<file path="config.mk">
export PLATFORM = sky130hd
export DESIGN_NAME = sine_lut_arbiter
export DESIGN_NICKNAME = d
export VERILOG_FILES = /design/src/rtl/sine_lut_arbiter.sv
export SDC_FILE = /design/constraint.sdc
export NUM_CORES = 1
export LEC_CHECK = 0
export CAP_MARGIN = 25
export CELL_PAD_IN_SITES_DETAIL_PLACEMENT = 0
export CELL_PAD_IN_SITES_GLOBAL_PLACEMENT = 1
export CORE_MARGIN = 2
export CORE_UTILIZATION = 38
export CTS_CLUSTER_SIZE = 30
export DETAILED_ROUTE_END_ITERATION = 10
export GPL_TIMING_DRIVEN = 0
export PLACE_DENSITY_LB_ADDON = 0.1
export RECOVER_POWER = 25
export SETUP_SLACK_MARGIN = 0.1
export SYNTH_ARGS = -nofsm -noshare
export SYNTH_HDL_FRONTEND = slang
export SYNTH_SLANG_ARGS = --single-unit
export TNS_END_PERCENT = 1
</file>
<file path="constraint.sdc">
create_clock -name clk -period 4.33 [get_ports clk]
set_input_delay 1.299 -clock clk [delete_from_list [all_inputs] [get_ports clk]]
set_output_delay 1.299 -clock clk [all_outputs]
set_load 0.05 [all_outputs]
</file>
<file path="src/rtl/sine_lut_arbiter.sv">
// Round-robin arbiter sharing one 16-entry sine lookup between requesters.
// Optional macro SINE_ARB_PRIO0_EN gives requester 0 strict priority.

module sine_lut (
  input  logic [3:0] pos,
  output logic [7:0] sin_output
);

  // 16-point sine, offset 128, amplitude 127, rounded to nearest
  always_comb begin
    sin_output = 8'd128;
    unique case (pos)
      4'd0:  sin_output = 8'd128;
      4'd1:  sin_output = 8'd177;
      4'd2:  sin_output = 8'd218;
      4'd3:  sin_output = 8'd245;
      4'd4:  sin_output = 8'd255;
      4'd5:  sin_output = 8'd245;
      4'd6:  sin_output = 8'd218;
      4'd7:  sin_output = 8'd177;
      4'd8:  sin_output = 8'd128;
      4'd9:  sin_output = 8'd79;
      4'd10: sin_output = 8'd38;
      4'd11: sin_output = 8'd11;
      4'd12: sin_output = 8'd1;
      4'd13: sin_output = 8'd11;
      4'd14: sin_output = 8'd38;
      4'd15: sin_output = 8'd79;
      default: sin_output = 8'd128;
    endcase
  end

endmodule

module sine_lut_arbiter #(
  parameter int NUM_REQ = 3,
  parameter int CNT_W   = 8
) (
  input  logic                 clk,
  input  logic                 rst,
  input  logic [NUM_REQ-1:0]   req,
  input  logic [4*NUM_REQ-1:0] pos_in,
  output logic [NUM_REQ-1:0]   gnt,
  output logic [NUM_REQ-1:0]   rsp_valid,
  output logic [7:0]           rsp_data,
  output logic [CNT_W-1:0]     conflict_cnt
);

  localparam logic [2:0] NR   = 3'(NUM_REQ);
  localparam logic [1:0] LAST = 2'(NUM_REQ - 1);

  logic [1:0] rr_ptr;
  logic [1:0] rr_nxt;
  logic [1:0] win;
  logic [2:0] idx;
  logic       hit;
  logic [3:0] pos_sel;
  logic [7:0] sin_out;

  // Winner search starting at rr_ptr; grant suppressed during reset
  always_comb begin
    hit = 1'b0;
    win = 2'd0;
    idx = 3'd0;
    gnt = '0;
`ifdef SINE_ARB_PRIO0_EN
    if (req[0]) begin
      hit = 1'b1;
    end else begin
      for (int k = 0; k < NUM_REQ - 1; k++) begin
        idx = {1'b0, rr_ptr} + 3'(k);
        if (idx > {1'b0, LAST}) idx = idx - (NR - 3'd1);
        if (!hit && req[idx]) begin
          hit = 1'b1;
          win = idx[1:0];
        end
      end
    end
`else
    for (int k = 0; k < NUM_REQ; k++) begin
      idx = {1'b0, rr_ptr} + 3'(k);
      if (idx >= NR) idx = idx - NR;
      if (!hit && req[idx]) begin
        hit = 1'b1;
        win = idx[1:0];
      end
    end
`endif
    if (rst) hit = 1'b0;
    if (hit) gnt[win] = 1'b1;
  end

  // Pointer moves to the slot just past the winner
  always_comb begin
    rr_nxt = rr_ptr;
    if (hit) begin
`ifdef SINE_ARB_PRIO0_EN
      if (win != 2'd0)
        rr_nxt = (win == LAST) ? 2'd1 : win + 2'd1;
`else
      rr_nxt = (win == LAST) ? 2'd0 : win + 2'd1;
`endif
    end
  end

  // Winner's position drives the shared lookup
  always_comb begin
    pos_sel = pos_in[4*win +: 4];
  end

  sine_lut u_lut (
    .pos        (pos_sel),
    .sin_output (sin_out)
  );

  // Round-robin pointer register
  always_ff @(posedge clk or posedge rst) begin
    if (rst) begin
`ifdef SINE_ARB_PRIO0_EN
      rr_ptr <= 2'd1;
`else
      rr_ptr <= 2'd0;
`endif
    end else begin
      rr_ptr <= rr_nxt;
    end
  end

  // Registered response; data holds when idle
  always_ff @(posedge clk or posedge rst) begin
    if (rst) begin
      rsp_valid <= '0;
      rsp_data  <= 8'd0;
    end else if (hit) begin
      rsp_valid <= gnt;
      rsp_data  <= sin_out;
    end else begin
      rsp_valid <= '0;
    end
  end

  // Saturating count of cycles with two or more requests
  always_ff @(posedge clk or posedge rst) begin
    if (rst) begin
      conflict_cnt <= '0;
    end else if ($countones(req) >= 2 && conflict_cnt != {CNT_W{1'b1}}) begin
      conflict_cnt <= conflict_cnt + 1'b1;
    end
  end

endmodule

</file>
# After elaboration in Yosys (flattened, before gate mapping)
# Memories as Yosys holds them, arrays and structs flattened. A register that Yosys moved wholly into a read port is not among the register bits.
# Index checks and enable logic that the tools add are counted.
[word_totals] n_memories=1 out_inout_bits=22 in_bits=17 rom_bits=128 latchBits=0 wordCells=52 ram_bits=0 reg_bits=13
[mem_list] memory="(no name shown)" depth=16 width=8 read_ports=1 rd_ports_with_merged_regs=1 write_ports=0 line_no="12" text="unique case (pos)"
[op_classes] muxes=21 reduce_logical=6 n_bitwise=0 eq_ne=2 n_addsub=9 mul=0 n_lt_le_gt_ge=9 n_div=0 n_shift=1
[op_table] operator="2-to-1 mux 3 bit" count=5
[op_table] operator="variable part select 12 x 5 -> 4 bit" count=1
[op_table] operator="greater-or-equal comparator 3 x 2 -> 1 bit (second input constant)" count=3
[op_table] operator="< comparator 3 bit (second input constant)" count=3
[op_table] operator="adder 8 x 1 -> 8 bit (second input constant)" count=1
[op_table] operator="2-to-1 mux 1 bit" count=8
[op_table] operator="2-to-1 mux 2 bit" count=4
[op_table] operator="inequality test 8 bit (second input constant)" count=1
[op_table] operator="binary-select mux 1 bit (select 2 bit)" count=3
[op_table] operator="subtractor 3 x 2 -> 3 bit (second input constant)" count=2
[op_table] operator="logical AND 1 bit" count=4
[op_table] operator="adder 2 x 1 -> 3 bit" count=1
[op_table] operator="adder 2 x 1 -> 3 bit (second input constant)" count=1
[op_table] operator="adder 2 x 2 -> 3 bit (second input constant)" count=1
[op_table] operator="< comparator 2 x 3 -> 1 bit (second input constant)" count=1
[op_table] operator="subtractor 2 x 2 -> 3 bit (second input constant)" count=1
[op_table] operator="adder 1 x 1 -> 2 bit" count=1
[op_table] operator="adder 2 x 1 -> 2 bit (second input constant)" count=1
[op_table] operator="demux 1 bit (select 2 bit)" count=1
[op_table] operator="equality test 2 bit (second input constant)" count=1
[op_table] operator="greater-or-equal comparator 2 x 1 -> 1 bit (second input constant)" count=1
[op_table] operator="greater-or-equal comparator 2 bit (second input constant)" count=1
[op_table] operator="zero test 1 bit" count=2

# Longest topological paths before layout
# Gate-level depths: netlist (run 1).
[depth] ltp_word=17 mapped_depth=15 mapped_depth_nobuf=13

# Modules after synthesis
# Synthesis (run 1) repeated with hierarchy kept, for this count alone.
[hier_totals] cells_unflattened=156 area_unflattened_um2=1615.3
[modules_own_cells] mod="sine_lut_arbiter" seq_area_each_um2=525.5 area_each_um2=1418.9 cells_per_inst=131 instances=1
[modules_own_cells] mod="sine_lut" seq_area_each_um2=0.0 area_each_um2=196.4 cells_per_inst=25 instances=1

# Worst setup path after synthesis (run 1)
# Ideal clock, no wire load.
[synth_timing] path_kind="input-to-output" startpoint="in rst" endpoint="out gnt[0]" path_slack_ns=-0.432 t_required_ns=3.031 path_buffers=1 path_stages=4 arrival_time_ns=3.463 path_cell_list="inv_1 -> o21ai_1 -> clkbuf_1 -> nor3_1"
[synth_via] elab_chain_len=2
[synth_rtl] item="start: declaration" line_no="40" text="input logic rst,"
[synth_rtl] item="2-to-1 mux 1 bit" line_no="89" text="if (rst) hit = 1'b0;"
[synth_rtl] item="2-to-1 mux 3 bit" line_no="90" text="if (hit) gnt[win] = 1'b1;"
[synth_rtl] item="end: declaration" line_no="43" text="output logic [NUM_REQ-1:0] gnt,"
# No other way between the ends.

# Worst setup path in the final report (run 1)
[layout_timing] startpoint="in rst" endpoint="out gnt[2]"
# The elaborated chain is that of the path after synthesis.

==> flow_summary.toml, run 1 <==
[status]
status = "finished clean"

[logic_synthesis]
synth_cell_type_count = 61
syn_area_per_cell_um2 = 9.686
synth_top_cell_area_share_pct = 31.91
synth_top_family_by_area = "simple AND/OR/NAND/NOR gates"
synth_area_mm2 = 0.001647
syn_nets = 200
synth_area_leaders = "dfrtp_1 32%, ha_1 9.9%, nand2_1 3.9%"
synth_flop_cell = "dfrtp_1"
synth-adder-area-share_pct = 9.878
synthSimpleGateAreaFrac_pct = 22.04
synth.area.mux_share_pct = 5.167
synth_xor_area_share_pct = 3.723
synth_warnings = 0
synth_compound_area_share_pct = 21.88
synth-seq-cells = 21
syn_inst = 170
post-synth-top-area-cell = "dfrtp_1"
synth_edf_count = 0
synthArstFlopShare_pct = 100.0
yosysSeqAreaShare_pct = 31.91

[clock_tree]
postCtsHoldBufs = 0
clkTransAtPathRegs_ns = 0.08
clock_latency_ns = 0.26
cts_tree = "done"
clockBufferDepth = 2
h-tree-depth = 1
cts_root_buf = "clkbuf_8"
cts_buffers = 3
clock-sinks = 21

[die]
fp.coreArea_mm2 = 0.004086
start_util_pct = 40.29
rows = 23
die_w_um = 69.83
die_y_um = 69.83
die_area_mm2 = 0.004876
pin_count = 39

[timing]
setup_violations = 0
setup_slack_ns = 0.1538
drv_slew = 0
fmax_mhz = 239.5
rsz0062_at_grt = "false"
fin_crit_sh_pct = 96.45
skew_ns = 0.004164
fin_crit_ns = 4.176
max-slew-margin-rel_pct = 62.33
worst_pin_slew_ns = 0.5625
hold_violations = 0

[pwr]
power_density_mw_per_mm2 = 902.3
p_leak_nw = 0.9661
vdd_drop_max_uv = 487.2

[worst_setup_path]
r2r_cells = 14
cp_slowest_stage_delay_ns = 0.60
path_max_fanout = 11
endpoint_kind = "primary output"
worstReg2RegStart = "rr_ptr[0]"
cp.arrival_ns = 2.88
ff2ff_setup_slack_ns = 0.97
path_class = "input pin to primary output"
r2r-end = "rsp_data[2]"
cp_cell_sequence = "dlygate4sd3_1 -> clkinvlp_4 -> o21ai_2 -> clkbuf_8 -> nor3_4 -> buf_6"
worst_path_max_delay_cell = "dlygate4sd3_1"
startpoint_type = "input pin"
worstPathRequired_ns = 3.03

[finish]
utilization_pct = 54.32
final_common_cell = "clkdlybuf4s50_1"
nFillCells = 393
final_nets = 247
n_antenna_cell = 0
area_growth_pct = 34.80
post_route_cells_drive_above_1_share_pct = 22.22
final_cell_mix = "31 x clkdlybuf4s50_1, 21 x dfrtp_1, 17 x nand2_1, 13 x ha_1, 10 x inv_1"

[routing]
first_pass_iters = 4
drtIter0Drc = 50
dr_total_vias = 1427
viasPerCell = 5.365
wl_um = 3979
post_drt_wl_per_cell_um = 14.96
drc_errors = 0
ant_nets = 0

[worst_hold_path]
min_to = "conflict_cnt[5]"
min_path_type = "flop to flop"
whs_path_depth = 1
hp-start = "conflict_cnt[5]"

[job]
maxCapViolCount = 0

[global_route]
grt_max_degree = 13
grt_pass1_vias = 1408
grt_usage_pct = 16.56
grt_overflow = 0
grt_pass1_wl_um = 6658
antenna_found_initial = 0

[placement]
io_buffer_count = 38
place.gp.congestion = 0.8083
place_ws_ns = -1.303
dp_hpwl_um = 2962
sequential cells by signal (all words and copies together), names as in the netlist:
signal / flops
conflict_cnt: 8
rr_ptr: 2
rsp_data: 8
rsp_valid: 3
power breakdown:
part           switching, mW  internal (mW)
Clock                 0.0673         0.0642
Combinational          0.924          0.597
Sequential            0.0666          0.284
Total                   1.06          0.945
critical path: cells and delay by family:
kind | cells | cell delay (ns)
compound gates | 1 | 0.11
buf+inv | 4 | 1.22
simple gates | 1 | 0.23
cell type report:
cell class | count | area (um^2) | area share [%]
multi-input cells | 132 | 1082 | 48.76
flip-flops and latches | 21 | 525.5 | 23.68
clock inverters | 1 | 5.005 | 0.2255
repair inverters | 1 | 5.005 | 0.2255
repair buffers | 41 | 395.4 | 17.81
plain buffers | 6 | 57.56 | 2.593
well taps | 50 | 62.56 | 2.818
clock buffers | 3 | 41.29 | 1.860
inverters | 11 | 45.04 | 2.029
how the worst max path moves through the flow:
stage	start	endpoint	slack (ns)	cells past startpoint
after floorplan	rst	gnt[0]	-0.02	4
after global placement	rst	gnt[2]	-1.24	6
after detailed placement	rst	gnt[2]	-1.30	6
after CTS	req[1]	gnt[1]	0.13	8
after global routing	rst	gnt[2]	0.06	6
final	rst	gnt[2]	0.15	6
logic make-up (layout without fill, tap and decap cells):
family	after synthesis	in the layout
simple gates	60	60
flops	21	21
mux	8	8
xor+xnor	7	7
buf+inv	17	63
compound gates	44	44
fa+ha+maj	13	13
per-layer routing:
metal  vias to the layer above  global-route usage, %  part of all wire (%)
li1                        710                      -                     -
met1                       683                  22.67                    47
met2                        30                  27.09                    47
met3                         4                  2.616                   4.8
met4                         0                  4.487                  0.85
met5                         -                      0                     0
cells in the mapped netlist (2+ instances only):
cell type,number
nor2_1,7
xnor2_1,5
a31oi_1,2
nor2b_1,2
inv_1,11
buf_6,3
o21ai_1,7
a21oi_2,2
ha_1,13
o21ai_0,3
a21boi_1,2
xor2_1,2
dfrtp_1,21
nor3_1,5
o211ai_1,2
nand2_1,17
nand4_1,2
a21oi_1,8
buf_2,2
and4_1,2
nand3_1,5
and3_1,3
mux2i_1,6
what timing repair did:
item / in CTS / in global routing
setup buffers: 3 / 0
gates resized for setup: 39 / 2
pin swaps: 3 / 2
setup endpoints to repair: 3 / 1
gates cloned: 1 / 0
stage by stage:
| stage | setup TNS (ns) | power (mW) | hold WS, ns | std cells | cell area [um^2] |
|---|---|---|---|---|---|
| final | 0 | 2.003 | 0.4954 | 266 | 2220 |
| after global routing | 0 | 2.162 | 0.5250 | 266 | 2220 |
| after CTS | 0 | 2.027 | 0.4978 | 266 | 2232 |
| after detailed placement | -3.872 | 1.809 | 0.4748 | 258 | 2105 |
| after global placement | -3.670 | 1.795 | 0.4750 | 258 | 2105 |
| after floorplan | -0.07381 | 1.437 | 0.5001 | 170 | 1662 |
Note: power is estimated with default switching activity, not from simulation.
==> run 2: changes to the inputs <==
CORE_ASPECT_RATIO = 0.6   (was not set)
SYNTH_HIERARCHICAL = 1   (was not set)
==> run 2 against run 1 <==
  * Global-route usage up 0.28 points
  * Clock skew down 0.0014 ns
  * Final cell count down 1.1%
  * Hold slack worse by 0.0058 ns
  * Design area up 1.1%
  * Sequential cell count unchanged
  * Clock-buffer cell count unchanged
==> flow_summary.toml, run 2 <==
[status]
status = "finished clean"

[worst_setup_path]
worst_path_max_delay_cell = "nor4_4"
worstPathRequired_ns = 3.03
crit_start = "req[2]"
r2r_cells = 14
endpoint_kind = "primary output"
cp.arrival_ns = 2.89
path_class = "input pin to primary output"
ff2ff_setup_slack_ns = 0.82
r2r-end = "rsp_data[3]"
cp_slowest_stage_delay_ns = 0.31
cpMostUsedCell = "buf_6"
cp_cell_sequence = "dlygate4sd2_1 -> nor2b_2 -> mux2i_4 -> buf_4 -> and3_1 -> buf_6 -> nor4_4 -> buf_6"
worstReg2RegStart = "rr_ptr[0]"
startpoint_type = "input pin"
path_max_fanout = 5

[clock_tree]
clockBufferDepth = 2
cts_buffers = 3
clkTransAtPathRegs_ns = 0.08
postCtsHoldBufs = 0
clock-sinks = 21
h-tree-depth = 1
cts_root_buf = "clkbuf_8"
clock_latency_ns = 0.26
cts_tree = "done"

[logic_synthesis]
syn_nets = 184
synth_area_mm2 = 0.001615
synth_top_cell_area_share_pct = 32.53
yosysSeqAreaShare_pct = 32.53
syn_area_per_cell_um2 = 10.35
synth-seq-cells = 21
synth_edf_count = 0
synth_cell_type_count = 44
synthArstFlopShare_pct = 100.0
post-synth-top-area-cell = "dfrtp_1"
syn_inst = 156
synth_area_leaders = "dfrtp_1 33%, mux2_4 9.3%, ha_1 8.5%"
synth_warnings = 6
synth_commonest_cells = "21 x dfrtp_1, 13 x inv_1, 11 x ha_1, 10 x mux2_4, 9 x a21oi_1"
synth_flop_cell = "dfrtp_1"
yosysMostFrequentCell = "dfrtp_1"

[die]
fp.coreArea_mm2 = 0.004099
die_y_um = 54.50
start_util_pct = 39.41
rows = 18
pin_count = 39
die_area_mm2 = 0.004805
die_w_um = 88.17

[routing]
drc_errors = 0
first_pass_iters = 4
post_drt_wl_per_cell_um = 14.75
viasPerCell = 5.179
ant_nets = 0
drtIter0Drc = 44
dr_total_vias = 1362
wl_um = 3879

[timing]
hold_violations = 0
fin_crit_sh_pct = 96.76
worst_pin_slew_ns = 0.7887
fin_crit_ns = 4.190
rsz0062_at_grt = "true"
setup-tns-final_ns = 0
skew_ns = 0.002766
fin_worst_hold_slack_ns = 0.4896
fmax_mhz = 238.7
setup_violations = 0
drv_slew = 0
max-slew-margin-rel_pct = 47.36

[global_route]
grt_pass1_wl_um = 6106
grt_usage_pct = 16.84
grt_overflow = 0
grt_max_degree = 22
antenna_found_initial = 0
grt_pass1_vias = 1204

[placement]
place.gp.congestion = 0.7909
placed_cells = 254
dp_hpwl_um = 2923
io_buffer_count = 38

[finish]
nFillCells = 356
final_cell_mix = "31 x clkdlybuf4s50_1, 21 x dfrtp_1, 13 x inv_1, 11 x ha_1, 10 x mux2_4"
area_growth_pct = 38.96
n_antenna_cell = 0
multi_input_area_mm2 = 0.001081
post_route_cells_drive_above_1_share_pct = 24.14
final_common_cell = "clkdlybuf4s50_1"
seq_area_um2 = 525.5
final_nets = 232
layout.cells.non_filler = 263
reg_top3 = "conflict_cnt (8), rsp_data (8), rsp_valid (3)"

[job]
maxCapViolCount = 0

[worst_hold_path]
min_path_type = "flop to flop"
whs_path_depth = 1
min_to = "conflict_cnt[6]"
hp-start = "conflict_cnt[6]"
-- run 2: cell count changes in the layout (fill, tap and decap cells not counted), sizes merged, moves of 4 or more --
cell / previous run / this run
nand3: 6 / 0
a22oi: 0 / 4
buf: 13 / 17
a31oi: 2 / 6
nor2: 8 / 3
mux2: 1 / 11
o21ai: 12 / 8
o211a: 0 / 4
nand2: 17 / 6
-- run 2: kinds of logic after synthesis --
family,synth area share [%]
buf+inv,6.429
mux,15.49
fa+ha+maj,8.520
simple gates,14.49
xor+xnor,4.337
flops,32.53
compound gates,18.20
-- run 2: cell type report --
class                   instances  share of cell area [%]
clock buffers                   3                   1.839
clock inverters                 1                  0.2230
multi-input cells             115                   48.16
well taps                      60                   3.344
repair buffers                 44                   18.45
plain buffers                   6                   2.397
inverters                      13                   2.174
flip-flops and latches         21                   23.41
-- run 2: worst max-delay path by stage --
stage	endpoint	cells after the start	slack (ns)
floorplan	gnt[0]	5	-0.08
global placement	gnt[2]	7	-1.15
detailed placement	gnt[2]	7	-1.16
CTS	gnt[2]	8	0.13
global route	gnt[2]	8	0.08
finish	gnt[2]	8	0.14
-- run 2: metrics by stage --
| step | setup slack, ns | cell area [um^2] | utilization (%) |
|---|---|---|---|
| after global routing | 0.08436 | 2245 | 54.76 |
| after CTS | 0.1313 | 2237 | 54.58 |
| after floorplan | -0.07506 | 1630 | - |
| after global placement | -1.152 | 2086 | 50.89 |
| final | 0.1401 | 2245 | 54.76 |
| after detailed placement | -1.158 | 2086 | 50.89 |
-- run 2: timing repair --
action                     4_1_cts  5_1_grt
gates cloned                     0        0
pin swaps                        3        3
setup buffers                    5        1
setup endpoints to repair        7        3
gates resized for setup         46        1
-- run 2: layer usage --
| metal | part of all wire, % | wire length (um) | GRT usage [%] | vias up |
|---|---|---|---|---|
| li1 | - | - | - | 664 |
| met2 | 46 | 1786 | 26.69 | 33 |
| met1 | 50 | 1947 | 24.63 | 665 |
| met5 | 0 | 0 | 0 | - |
| met4 | 0 | 0 | 1.515 | 0 |
| met3 | 3.7 | 145 | 3.620 | 0 |
-- run 2: critical path, delay by kind of cell --
family / cells / cell delay [ns]
multiplexers: 1 / 0.11
AND/OR/NAND/NOR: 3 / 0.69
buffers and inverters: 4 / 0.78
Power of run 2 is not shown: default switching activity piles up to over one toggle a cycle in this logic, so the estimate is an artifact.
==> RTL edit 1: new RTL, flow settings as in run 2 <==
Make the reset (`rst`) synchronous in 3 clocked blocks.
--- a/src/rtl/sine_lut_arbiter.sv
+++ b/src/rtl/sine_lut_arbiter.sv
@@ -114,7 +114,7 @@
   );
 
   // Round-robin pointer register
-  always_ff @(posedge clk or posedge rst) begin
+  always_ff @(posedge clk) begin
     if (rst) begin
 `ifdef SINE_ARB_PRIO0_EN
       rr_ptr <= 2'd1;
@@ -127,7 +127,7 @@
   end
 
   // Registered response; data holds when idle
-  always_ff @(posedge clk or posedge rst) begin
+  always_ff @(posedge clk) begin
     if (rst) begin
       rsp_valid <= '0;
       rsp_data  <= 8'd0;
@@ -140,7 +140,7 @@
   end
 
   // Saturating count of cycles with two or more requests
-  always_ff @(posedge clk or posedge rst) begin
+  always_ff @(posedge clk) begin
     if (rst) begin
       conflict_cnt <= '0;
     end else if ($countones(req) >= 2 && conflict_cnt != {CNT_W{1'b1}}) begin
Behaviour: differs if rst is asserted again (counterexample within 4 cycles, from zero or initial values and one cycle with rst high); with rst held inactive, the same outputs for 10 cycles.
==> RTL edit 1 against run 2 <==
Sequential cell count stayed put; synthesized cell count is 3.2% higher; critical path depth is 1 lower; design area is 11% lower; highest routed layer is now met4; routed wire length is 11% lower; worst setup slack worse by 0.022 ns; synthesized area is 11% lower.
==> RTL edit 1: results (changes against run 2) <==
- Root Buffer: clkbuf_8
- Crit path DAT: 2.91 ns (+0.02 ns)
- Gpl congestion: 0.784 (-0.94%)
- Top cells by area, synth: dfxtp_1 (29%), mux2i_1 (13%), ha_1 (9.6%)
- Most common cell after layout, fill and taps aside: clkdlybuf4s50_1
- Slew @ Worst Pin: 0.603 ns (-0.185 ns)
- Worst Setup SP: req[2]
- Syn_area_per_cell: 8.92 um^2 (-14%)
- Synth top cells by count: nor2_1 (24), dfxtp_1 (21), mux2i_1 (19)
- Worst Hold Depth: 2 (+1)
- GRT Util Overall: 17.0% (+0.13 points)
- Maximum fanout along the worst path: 6 (+1)
- Synth Area in Compound Gates: 12.7% (-5.5 points)
- Nets: 237 (+2.2%)
- Critical hold path startpoint: rsp_data[4]$_SDFFE_PP0P_
- DR vias/cell: 4.94 (-4.7%)
- Post-synthesis cell type count: 41 (-6.8%)
- Post_cts resized: 26 (-43%)
- Top cell family by delay on the critical path: simple AND/OR/NAND/NOR gates
- Layout cells sized above 1: 13.9% (-10 points)
- Post-synthesis mux area share: 14.8% (-0.68 points)
- Util after Layout: 54.7% (-0.066 points)
- Status: finished, final reports clean
- Port-buffer cells: 38 (unchanged)
- ANT cells: 0 (unchanged)
- Largest net degree at the start of global routing: 12 (-45%)
- Inserted Clock Buffers: 3 (unchanged)
- DP HPWL: 2620 um (-10%)
- Dpl cells: 246 (-3.1%)
- Pre-CTS WS: -0.876 ns (+0.282 ns)
- Slowest stage cell, crit path: or4b_1
- Hold Slack: 0.505 ns (+0.0153 ns)
- Avg WL per Cell: 13.5 um (-8.5%)
- FF-to-FF path depth: 15 (+1)
- Peak VDD IR: 0.409 mV
- Worst-Skew Late Latency: 0.26 ns (about the same)
- Synth Area in XOR/XNOR: 3.66% (-0.68 points)
- Routed WL: 3440 um (-11%)
- FF-to-FF Start: rr_ptr[0]$_SDFFE_PP0P_
- Starting DRT DRC Count: 84 (+91%)
- # Post-CTS Setup Buffers: 2 (-3)
- Leakage Power: 0.000812 uW
- Final-layout fill cell count: 327 (-8.1%)
- Async set-reset flop share out of synthesis: 0% (-100 points)
- Clk_skew: 0.00363 ns (+0.000861 ns)
- Syn nets: 189 (+2.7%)
- Critical path's largest stage delay: 0.55 ns (+0.24 ns)
- Power consumption: 1350 uW
- First-pass GRT wire length: 5830 um (-4.5%)
- Main flop type after synthesis: dfxtp_1
- Vias in the first global route: 1240 (+3.0%)
- Reg-to-Reg End: rsp_data[6]$_SDFFE_PP0P_
- Post-Synth Adder-Cell Area: 9.58% (+1.1 points)
- Worst R2R Setup Slack: 0.92 ns (+0.10 ns)
- Sequential area share after synthesis: 29.3% (-3.3 points)
- DP Area: 1890 um^2 (-9.4%)
- H-tree levels: 1 (unchanged)
- Clk buf depth: 2 (unchanged)
- Worst Hold End: rsp_data[4]$_SDFFE_PP0P_
## RTL edit 1: worst max path at each step
| stage | slack [ns] | end |
|---|---|---|
| 2_1_floorplan | 0.37 | gnt[2] |
| 3_3_place_gp | -0.87 | gnt[2] |
| 3_5_place_dp | -0.88 | gnt[2] |
| 4_1_cts | 0.11 | gnt[1] |
| 5_1_grt | 0.04 | gnt[0] |
| 6_report | 0.12 | gnt[0] |
## RTL edit 1: area by class of cell
type,count,area share (%)
Inverter,10,1.89
Tap cell,47,2.96
Buffer,8,3.46
Timing Repair Buffer,43,20.6
Sequential cell,21,21.1
Multi-Input combinational cell,122,47.7
Clock buffer,4,2.26
## RTL edit 1: per-layer routing
layer  track usage, %  vias up  wire (um)  part of all wire (%)
met4             1.64        0         16                  0.47
met2             28.4       21       1490                    43
met1             23.1      573       1830                    53
li1                 -      663          -                     -
met3             4.44        2        108                   3.1
met5                0        -          0                     0
==> RTL edit 2: new RTL, config.mk and constraints of run 2 <==
Without the edit above. The parameter `NUM_REQ` goes from 3 to 2.
--- a/src/rtl/sine_lut_arbiter.sv
+++ b/src/rtl/sine_lut_arbiter.sv
@@ -33,7 +33,7 @@
 endmodule
 
 module sine_lut_arbiter #(
-  parameter int NUM_REQ = 3,
+  parameter int NUM_REQ = 2,
   parameter int CNT_W   = 8
 ) (
   input  logic                 clk,
Ports: changed (resized gnt, pos_in, req and rsp_valid); port bits go from 39 to 32. No check against the original RTL was run, so the function may have changed too.
==> RTL edit 2 against run 2 <==
Synthesized cell count decreased by 30%; maximum frequency increased by 1.7%; synthesized area decreased by 29%; design area decreased by 29%; utilization increased by 0.79 points; die area decreased by 27%; cell count decreased by 27%; critical path depth decreased by 3; routed wire length decreased by 33%; worst setup slack improved by 0.071 ns; sequential cell count decreased by 1.
==> RTL edit 2: results (changes against run 2) <==
- Largest net degree at the start of global routing: 14 (-36%)
- Critical hold path startpoint: rsp_data[4]$_DFFE_PP0P_
- Syn_area_per_cell: 10.5 um^2 (+1.5%)
- # Post-CTS Setup Buffers: 0 (-5)
- Worst R2R Setup Slack: 2.06 ns (+1.24 ns)
- Dpl cells: 181 (-29%)
- Top cells by area, synth: dfrtp_1 (44%), mux2_2 (11%), ha_1 (6.6%)
- Met2 Usage GRT: 19.8% (-6.9 points)
- DR vias/cell: 4.83 (-6.7%)
- DP Area: 1500 um^2 (-28%)
- Hold Slack: 0.511 ns (+0.0213 ns)
- Met1 usage: 26.4% (+1.8 points)
- GRT Util Overall: 16.2% (-0.63 points)
- Maximum fanout along the worst path: 11 (+6)
- Crit path DAT: 2.82 ns (-0.07 ns)
- Syn nets: 127 (-31%)
- DP HPWL: 1820 um (-38%)
- Clk_skew: 0.00163 ns (-0.00113 ns)
- Worst relative slew slack: 64.3% (+17 points)
- Status: finished, final reports clean
- GR Layer Usage met3: 5.25% (+1.6 points)
- Final-layout fill cell count: 272 (-24%)
- First-pass GRT wire length: 4040 um (-34%)
- Synth top cells by count: dfrtp_1 (20), mux2_2 (11), a21oi_1 (10)
- Slowest stage cell, crit path: clkdlybuf4s15_1
- Final Non-Filler Cells: 191 (-27%)
- Met2 WL: 941 um (-47%)
- Drt pass-1 iters: 5 (+1)
- Critical path's largest stage delay: 0.53 ns (+0.22 ns)
- FF-to-FF path depth: 9 (-5)
- Nets: 168 (-28%)
- Vias in the first global route: 842 (-30%)
- Post-synthesis cell type count: 32 (-27%)
- Port-buffer cells: 30 (-21%)
- Largest regs: conflict_cnt x8, rsp_data x8
- Reg-to-Reg End: rsp_data[2]$_DFFE_PP0P_
- Post_cts resized: 3 (-93%)
-- RTL edit 2: cell types whose count changed in the layout (fill, tap and decap cells not counted), moves of 5 or more --
cell	run 2	this run
mux2_4	10	1
buf_4	9	1
inv_1	13	6
ha_1	11	6
mux2_2	1	11
and3_1	6	1
-- RTL edit 2: worst max path at each step --
| stage | from | endpoint | slack (ns) | cells after the start |
|---|---|---|---|---|
| 2_1_floorplan | rst | gnt[1] | 0.39 | 3 |
| 3_3_place_gp | rst | gnt[1] | -0.54 | 5 |
| 3_5_place_dp | rst | gnt[1] | -0.60 | 5 |
| 4_1_cts | rst | gnt[1] | 0.12 | 5 |
| 5_1_grt | rst | gnt[1] | 0.16 | 5 |
| 6_report | rst | gnt[1] | 0.21 | 5 |
-- RTL edit 2: power groups by stage --
stage          Clock, uW  Combinational [uW]  Sequential [uW]
6_report             140                 466              300
5_1_grt              156                 491              309
4_1_cts              148                 465              300
3_5_place_dp           0                 462              303
3_3_place_gp           0                 458              299
2_1_floorplan          0                 131              479
-- RTL edit 2: cell families (layout without fill, tap and decap cells) --
family	after synthesis	in the layout	share of synthesized area, %
AND/OR/NAND/NOR	32	32	15.5
XOR/XNOR	2	2	1.53
buffers and inverters	11	51	5.13
AO/OA/AOI/OAI	25	25	13.5
multiplexers	13	13	14.1
flip-flops	20	20	43.7
adder cells (fa/ha/maj)	6	6	6.55
-- RTL edit 2: cell type report --
type,count,area (um^2),area share [%]
multi-input cells,78,587,36.8
flip-flops and latches,20,500,31.4
repair buffers,35,333,20.9
clock buffers,4,55.1,3.45
well taps,42,52.6,3.29
plain buffers,4,32.5,2.04
inverters,7,30.0,1.88
repair inverters,1,5.00,0.314
-- RTL edit 2: worst max-delay path: cells and delay by family --
kind                   cells  cell delay (ns)
buffers and inverters      3             1.25
AND/OR/NAND/NOR            2             0.27
